$ cat config.mk
export PLATFORM = sky130hd
export DESIGN_NAME = instruction_sequencer
export DESIGN_NICKNAME = d
export VERILOG_FILES = /design/src/rtl/instruction_sequencer.sv
export SDC_FILE = /design/constraint.sdc
export NUM_CORES = 1
export LEC_CHECK = 0
export BUFFER_PORTS_ARGS = -buffer_cell sky130_fd_sc_hd__buf_4
export CAP_MARGIN = 10
export CORE_ASPECT_RATIO = 1.25
export CORE_MARGIN = 2
export CORE_UTILIZATION = 45
export DETAILED_ROUTE_END_ITERATION = 10
export GPL_TIMING_DRIVEN = 0
export PLACE_DENSITY_LB_ADDON = 0.05
export SLEW_MARGIN = 20
export SYNTH_ARGS = -nofsm -noshare
export SYNTH_HDL_FRONTEND = slang
export SYNTH_SLANG_ARGS = --single-unit
$ cat constraint.sdc
create_clock -name clock -period 1.78 [get_ports clock]
set_clock_uncertainty 0.2 [all_clocks]
set_input_delay 0.089 -clock clock [delete_from_list [all_inputs] [get_ports clock]]
set_output_delay 0.089 -clock clock [all_outputs]
set_load 0.005 [all_outputs]
$ cat src/rtl/instruction_sequencer.sv
// Instruction-side sequencer: owns the pc, fetches from synchronous-read memory and
// hands each instruction to controlpath, parking in HALT until a user_clock press.
module instruction_sequencer #(
  parameter int unsigned            ADDR_W   = 8,
  parameter logic [ADDR_W-1:0]      RESET_PC = '0
) (
  input  logic              clock,
  input  logic              reset,
  input  logic              user_clock,
  input  logic              program_counter_increment,
  input  logic              jump_enable,
  input  logic [ADDR_W-1:0] jump_target,
  input  logic              halt_request,
  output logic [ADDR_W-1:0] mem_addr,
  input  logic [15:0]       mem_data,
  output logic [15:0]       current_instruction,
  output logic              instruction_valid,
  output logic              halted,
  output logic [ADDR_W-1:0] program_counter
);

  typedef enum logic [1:0] {StFetch, StLoad, StExec, StHalt} state_e;

  state_e            state_q, state_d;
  logic [ADDR_W-1:0] pc_q, pc_d;
  logic [15:0]       instr_q, instr_d;
  logic [1:0]        sync_q;
  logic              prev_q;
  logic              edge_q;

  always_ff @(posedge clock) begin
    if (reset) begin
      state_q <= StFetch;
      pc_q    <= RESET_PC;
      instr_q <= '0;
      sync_q  <= '0;
      prev_q  <= 1'b0;
      edge_q  <= 1'b0;
    end else begin
      state_q <= state_d;
      pc_q    <= pc_d;
      instr_q <= instr_d;
      sync_q  <= {sync_q[0], user_clock};
      prev_q  <= sync_q[1];
      // Single-cycle pulse; if it lands outside HALT it is simply lost.
      edge_q  <= sync_q[1] & ~prev_q;
    end
  end

  always_comb begin
    state_d = state_q;
    pc_d    = pc_q;
    instr_d = instr_q;
    unique case (state_q)
      StFetch: state_d = StLoad;
      StLoad: begin
        instr_d = mem_data;
        state_d = StExec;
      end
      StExec: begin
        if (halt_request) begin
          pc_d    = pc_q + ADDR_W'(1);
          state_d = StHalt;
        end else if (jump_enable) begin
          pc_d    = jump_target;
          state_d = StFetch;
        end else if (program_counter_increment) begin
          pc_d    = pc_q + ADDR_W'(1);
          state_d = StFetch;
        end
      end
      StHalt: begin
        if (edge_q) state_d = StFetch;
      end
      default: state_d = StFetch;
    endcase
  end

  assign mem_addr            = pc_q;
  assign program_counter     = pc_q;
  assign current_instruction = instr_q;
  assign instruction_valid   = (state_q == StExec);
  assign halted              = (state_q == StHalt);

endmodule

==> impl_results.md, run 1 <==
- Routed Wire Length: 3700 um
- NumNets Final: 290
- RSZ-0062 raised after global routing: false
- Global-route wire length before repair: 6150 um
- Max stage delay on crit path: 0.47 ns
- Area share of and/or/nand/nor cells after synthesis: 0.232
- Sinks on the clock net: 30
- Clock latency of the later-clocked register in the worst-skew pair: 0.32 ns
- Post-layout minimum cycle time: 1.60 ns
- Count of buffers inserted at the top-level ports: 63
- Core area: 2920 um^2
- Count of boundary I/O pins: 64
- RePlAce Congestion: 0.777
- First drt pass iteration count: 4
- Avg Synthesized Cell Area: 8.31 um^2
- Global Route met1 Usage: 0.240
- Layout area overhead: 60.8%
- Buffering stage count on the worst path with inverters included: 0
- Via-per-instance ratio: 4.99
- Met3 usage: 0.0636
- Cell class contributing the biggest share of worst-path delay: compound AO/OA/AOI/OAI gates
- Cell chain of the critical path: nand3_1 > o21ai_0 > a21oi_2 > a211oi_1
- Category of the critical setup timing path: reg -> reg
- Final number of setup-violating endpoints: 0
- Final Hold Slack: 0.0166 ns
- Critical path required time: 1.82 ns
- First DRT Iteration DRCs: 40
- Worst hold path type: in -> reg
- Clock-pin slew of the registers on the worst-case setup and hold paths: 0.09 ns
- Type of element capturing the critical path: flip-flop
- Remaining DRCs: 0
- Number of hold-slack violations in the final timing report: 0
- Achievable Freq: 0.624 GHz
- Cell type with the highest aggregate area in the netlist: dfxtp_1
- Synth top area share: 0.441
- Final routed wire length divided by cell count: 12.5 um
- Antenna violations before repair: 0
- Multiplexer fraction of the synthesized cell area: 0
- Post-Place Cells: 263
- Routed via count: 1,477
- Total gr overflow: 0
- Max-slew violation count: 0
- Dominant combinational cell family by area after synthesis: simple AND/OR/NAND/NOR gates
- Share of post-route cells with drive strength above 1: 0.362
- Number of synthesis warnings: 0
- Total power divided by cell area: 678 nW/um^2
- Top area cells in the synthesized netlist: dfxtp_1 44%, nand2_1 10%, a21oi_1 9.2%, buf_4 5.5%, o21ai_0 2.6%
- Routing usage on met2: 0.446
- Outcome: complete, no violations
- Clk root buf: clkbuf_4
- Post-Synth XOR/XNOR Area: 0
- Antenna diode instance count: 0
- Slew at the pin closest to its max-slew limit: 0.598 ns
- Post-Synth Adder-Cell Area: 0.00918
- Maximum fanout along the worst path: 6
- Proportion of synthesized flip-flops having asynchronous set or reset: 0
- Worst-case vdd ir drop: 0.000530 V
- Final HPWL from detailed placement: 2490 um
- Top FF cell, synth: dfxtp_1
- Max H-tree Level: 2
- Largest net degree at the start of global routing: 11
- Number of standard cells in the layout, taps in and fillers out: 296
- Synth Area in Compound Gates: 0.218
- Final Cycle Share: 0.900
- CP Data Arrival Time: 1.64 ns
- Critical Path Start Type: flip-flop
- Sum of internal, switching and leakage power: 0.00149 W
- Number of enable-type register cells in the synthesized netlist: 0
- Count of unique library cells instantiated by Yosys: 35
- Width of the die: 53.2 um
- Final setup TNS: 0 ns
- Synthesized area: 1360 um^2
- Max-slew headroom at the worst pin: 0.598
- Synthesized instance count: 164
- Clk buf depth: 2
- Proportion of synthesized chip area in sequential cells: 0.441
- Max-cap check violation count: 0
- Static leakage: 0.960 nW
- All-layer global routing usage: 0.239
- Busiest layer in global routing: met2
- Number of rows created at floorplan: 22
- Initial Utilization: 0.467
- Clock tree from TritonCTS: built
- Leading cell types by count after synthesis: 38 x nand2_1, 30 x dfxtp_1, 25 x a21oi_1
- Post-CTS setup-driven buffer insertion count: 0
- Die area: 3490 um^2
- Critical-path top delay cell: dfxtp_1
- Via count of the first global-routing pass: 1,427
- Post-synth net total: 195
- Dominant cell by count in the synthesized netlist: nand2_1
- Quantity of gates resized following cts: 0
- CTS Buf Count: 5
- Synthesized flop and latch total: 30
- DIE HEIGHT: 65.5 um
- Antenna Violating Nets Remaining: 0
registers in the layout, indices dropped and copies added (netlist names):
name	cells
current_instruction	16
edge_q	1
mem_addr	8
prev_q	1
state_q	2
sync_q	2
path summary, 6_finish.rpt:
check | slack [ns] | start | end | cells past startpoint
worst max-delay path | 0.18 | mem_addr[0]$_SDFFE_PP0P_ | mem_addr[5]$_SDFFE_PP0P_ | 4
worst min-delay path | 0.02 | program_counter_increment | mem_addr[7]$_SDFFE_PP0P_ | 4
worst max register to register | 0.18 | mem_addr[0]$_SDFFE_PP0P_ | mem_addr[5]$_SDFFE_PP0P_ | 4
worst min register to register | 0.20 | prev_q$_SDFF_PP0_ | edge_q$_SDFF_PP0_ | 1
metal layers:
metal	up-vias	wire length [um]
met5	-	0
met4	0	63
met3	8	224
met2	52	2020
met1	678	1400
li1	739	-
cells in the final DEF (no fill, tap or decap), drive strengths merged, types with 6 or more instances in the layout:
cell         Yosys  layout
nand2           38      38
buf             16      79
o21ai           10      10
a21oi           26      26
dlygate4sd3      0      25
clkbuf           2       9
nor2b            6       6
dfxtp           30      30
and2             6       6
power by group:
part	leakage [nW]	total, W	internal [W]	switching, W
Clock	0.0353	0.000416	0.000191	0.000225
Sequential	0.245	0.000743	0.000711	0.0000324
Combinational	0.679	0.000327	0.000193	0.000134
Total	0.960	0.00149	0.00109	0.000391
area by class of cell:
cell class / instances / area, um^2
Tap cell: 36 / 45.0
Fill cell: 214 / 727
Clock inverter: 1 / 5.00
Inverter: 3 / 11.3
Buffer: 18 / 125
Multi-Input combinational cell: 113 / 626
Clock buffer: 7 / 55.1
Sequential cell: 30 / 601
Timing Repair Buffer: 88 / 723
through the flow:
stage,area [um^2],util,setup WS (ns)
floorplan,1360,-,0.378
global placement,1880,0.645,0.263
detailed placement,1880,0.645,0.218
CTS,2190,0.751,0.201
global route,2190,0.751,0.0264
finish,2190,0.751,0.177
what timing repair did:
item	in CTS	in global routing
setup endpoints to repair	0	0
endpoints found under the hold margin	26	0
hold buffers	25	0
tightest hold or removal path, cell delays in order:
cell	delay, ns
buf_4	0.09
o31a_4	0.13
a211o_1	0.13
o31ai_2	0.06
cells by family after synthesis:
kind of cell	Yosys count
adders and majority gates	1
DFF	30
AOI/OAI and AO/OA	47
and+or+nand+nor	65
buffers and inverters	21
Power figures use the tool's default switching activity.
==> inputs of run 2 (changes only) <==
--- a/config.mk
+++ b/config.mk
@@ -12,7 +12,7 @@
 export CORE_UTILIZATION = 45
 export DETAILED_ROUTE_END_ITERATION = 10
 export GPL_TIMING_DRIVEN = 0
-export PLACE_DENSITY_LB_ADDON = 0.05
+export PLACE_DENSITY = 0.8
 export SLEW_MARGIN = 20
 export SYNTH_ARGS = -nofsm -noshare
 export SYNTH_HDL_FRONTEND = slang
==> impl_results.md, run 2 (synthesis results as in run 1) <==
- Global-route wire length before repair: 6330 um (+2.9%)
- Die area: 3490 um^2 (unchanged)
- RSZ-0062 raised after global routing: false
- Slew at the pin closest to its max-slew limit: 0.624 ns (+0.0260 ns)
- Worst hold path stage count: 4 (unchanged)
- Int Power: 0.00110 W (+0.62%)
- Initial Utilization: 0.467 (unchanged)
- Count of boundary I/O pins: 64 (unchanged)
- Cell repeated most along the worst path: dlygate4sd3_1
- Final number of setup-violating endpoints: 0 (unchanged)
- Antenna Violating Nets Remaining: 0 (unchanged)
- CTS Buf Count: 5 (unchanged)
- Destination of the worst register-to-register timing path: mem_addr[6]$_SDFFE_PP0P_
- Outcome: complete, no violations
- Clock latency of the later-clocked register in the worst-skew pair: 0.32 ns (about the same)
- Number of rows created at floorplan: 22 (unchanged)
- Max-cap check violation count: 0 (unchanged)
- Share of post-route cells with drive strength above 1: 0.356 (-0.00548)
- Via-per-instance ratio: 5.05 (+1.3%)
- Critical-path top delay cell: dlygate4sd3_1
- Static leakage: 0.976 nW (+1.7%)
- Commonest non-fill, non-tap cell in the layout: buf_4
- Placed cell area: 1880 um^2 (unchanged)
- Critical path required time: 1.79 ns (-0.03 ns)
- Final setup TNS: 0 ns (unchanged)
- Max stage delay on crit path: 0.56 ns (+0.09 ns)
- Slack of the worst reg-to-reg path: 0.15 ns (-0.03 ns)
- Switching power share of the total: 0.273 (+0.00982)
- Total gr overflow: 0 (unchanged)
- Cell count of the worst reg-to-reg path: 5 (+1)
- Part of the total power dissipated in combinational logic: 0.225 (+0.005)
- Final Cell Area: 2230 um^2 (+1.8%)
- Width of the die: 53.2 um (unchanged)
- Clock tree from TritonCTS: built
- Number of hold-slack violations in the final timing report: 0 (unchanged)
- Clk buf depth: 2 (unchanged)
- Post-layout minimum cycle time: 1.67 ns (+0.0704 ns)
- Routed via count: 1,516 (+2.6%)
- RePlAce Congestion: 0.723 (-6.9%)
- Achievable Freq: 0.598 GHz (-4.2%)
- Max reg flops: 16 (unchanged)
- Max-slew violation count: 0 (unchanged)
- Worst hold path type: in -> reg
- Clk root buf: clkbuf_4
- Maximum fanout along the worst path: 5 (-1)
- Final routed wire length divided by cell count: 13.8 um (+10%)
- Layout area overhead: 63.7%
- Final Hold Slack: 0.0428 ns (+0.0262 ns)
- Antenna violations before repair: 0 (unchanged)
- Antenna diode instance count: 0 (unchanged)
- First DRT Iteration DRCs: 37 (-7.5%)
- Highest-count cells in the layout ignoring fill and taps: 73 x buf_4, 38 x nand2_1, 30 x dfxtp_1
- Clock share of power: 0.285 (+0.005)
- Cell chain of the critical path: dlygate4sd3_1 > buf_4 > inv_1 > o21ai_0 > dlygate4sd3_1 > a21oi_1 > a211oi_1
- WHS Endpoint: mem_addr[7]$_SDFFE_PP0P_
- Core area: 2920 um^2 (unchanged)
- Total of fill cells in the finished design: 203 (-5.1%)
- All-layer global routing usage: 0.250 (+0.0111)
- Net switching power: 0.000414 W (+5.8%)
- Largest net degree at the start of global routing: 11 (unchanged)
- Cell class contributing the biggest share of worst-path delay: buffers and inverters
- Category of the critical setup timing path: in -> reg
- CP Data Arrival Time: 1.68 ns (+0.04 ns)
- Worst-case vdd ir drop: 0.000572 V (+8.1%)
- Sinks on the clock net: 30 (unchanged)
- Routed Wire Length: 4130 um (+12%)
- Clock-pin slew of the registers on the worst-case setup and hold paths: 0.10 ns (about the same)
- Startpoint of the worst hold path: jump_enable
- Buffering stage count on the worst path with inverters included: 4 (+4)
- Final HPWL from detailed placement: 2380 um (-4.7%)
- DIE HEIGHT: 65.5 um (unchanged)
- Critical Path Start Type: input port
- Type of element capturing the critical path: flip-flop
- Final Cycle Share: 0.940 (+0.0395)
- Max-slew headroom at the worst pin: 0.580 (-0.0175)
- Remaining DRCs: 0 (unchanged)
- Via count of the first global-routing pass: 1,405 (-1.5%)
- First drt pass iteration count: 4 (unchanged)
- Crit Reg-Reg Startpoint: mem_addr[0]$_SDFFE_PP0P_
- Total power divided by cell area: 679 nW/um^2 (+0.15%)
- NumNets Final: 294 (+1.4%)
- Max H-tree Level: 2 (unchanged)
- Count of buffers inserted at the top-level ports: 63 (unchanged)
- Power share of the sequential group: 0.491 (-0.009)
## run 2: worst reg2reg max path, delay by kind of cell, from the launching register on
family	cells	cell delay, ns
AO/OA/AOI/OAI	3	0.55
flip-flops	1	0.44
adder cells (fa/ha/maj)	1	0.24
AND/OR/NAND/NOR	1	0.12
## run 2: per-layer routing
metal	part of all wire	up-vias	global-route usage
li1	-	744	-
met1	0.40	703	0.262
met2	0.52	67	0.458
met3	0.074	2	0.0545
met4	0.0034	0	0.106
met5	0	-	0
## run 2: worst max-delay path by stage
stage                     slack [ns]                      start                        to  depth (start not counted)
after floorplan                 0.38   mem_addr[0]$_SDFFE_PP0P_  mem_addr[6]$_SDFFE_PP0P_                          5
after global placement          0.25   mem_addr[0]$_SDFFE_PP0P_  mem_addr[6]$_SDFFE_PP0P_                          5
after detailed placement        0.24   mem_addr[0]$_SDFFE_PP0P_  mem_addr[6]$_SDFFE_PP0P_                          5
after CTS                       0.14  program_counter_increment   state_q[1]$_SDFFE_PP0P_                          6
after global routing           0.004   mem_addr[0]$_SDFFE_PP0P_  mem_addr[6]$_SDFFE_PP0P_                          5
final                           0.11               halt_request   state_q[1]$_SDFFE_PP0P_                          7
## run 2: cell type report
cell class                 instances  area (um^2)  area share
clock inverter                     1         5.00     0.00224
tap                               36         45.0      0.0202
timing repair buffer              92          763       0.342
clock buffer                       7         55.1      0.0247
sequential                        30          601       0.269
buffer                            18          125      0.0561
multi-input combinational        113          626       0.280
inverter                           3         11.3     0.00505
## run 2: timing repair
action / in CTS / in global routing
buffers inserted: 0 / 0
gates resized for setup: 0 / 0
setup endpoints to repair: 0 / 1
endpoints found under the hold margin: 29 / 0
hold buffers: 29 / 0
## run 2: metrics by stage
stage | instances | total power, W | setup WS (ns) | utilization
floorplan | 164 | 0.000892 | 0.378 | -
global placement | 263 | 0.00103 | 0.247 | 0.645
detailed placement | 263 | 0.00104 | 0.240 | 0.645
CTS | 300 | 0.00152 | 0.136 | 0.765
global route | 300 | 0.00160 | 0.00362 | 0.765
finish | 300 | 0.00152 | 0.107 | 0.765
## run 2: power groups by stage
stage                     clock [W]  combinational, W  sequential [W]
after global routing       0.000477          0.000370        0.000748
final                      0.000432          0.000340        0.000744
after global placement            0          0.000276        0.000754
after detailed placement          0          0.000280        0.000757
after floorplan                   0          0.000137        0.000755
after CTS                  0.000444          0.000332        0.000741
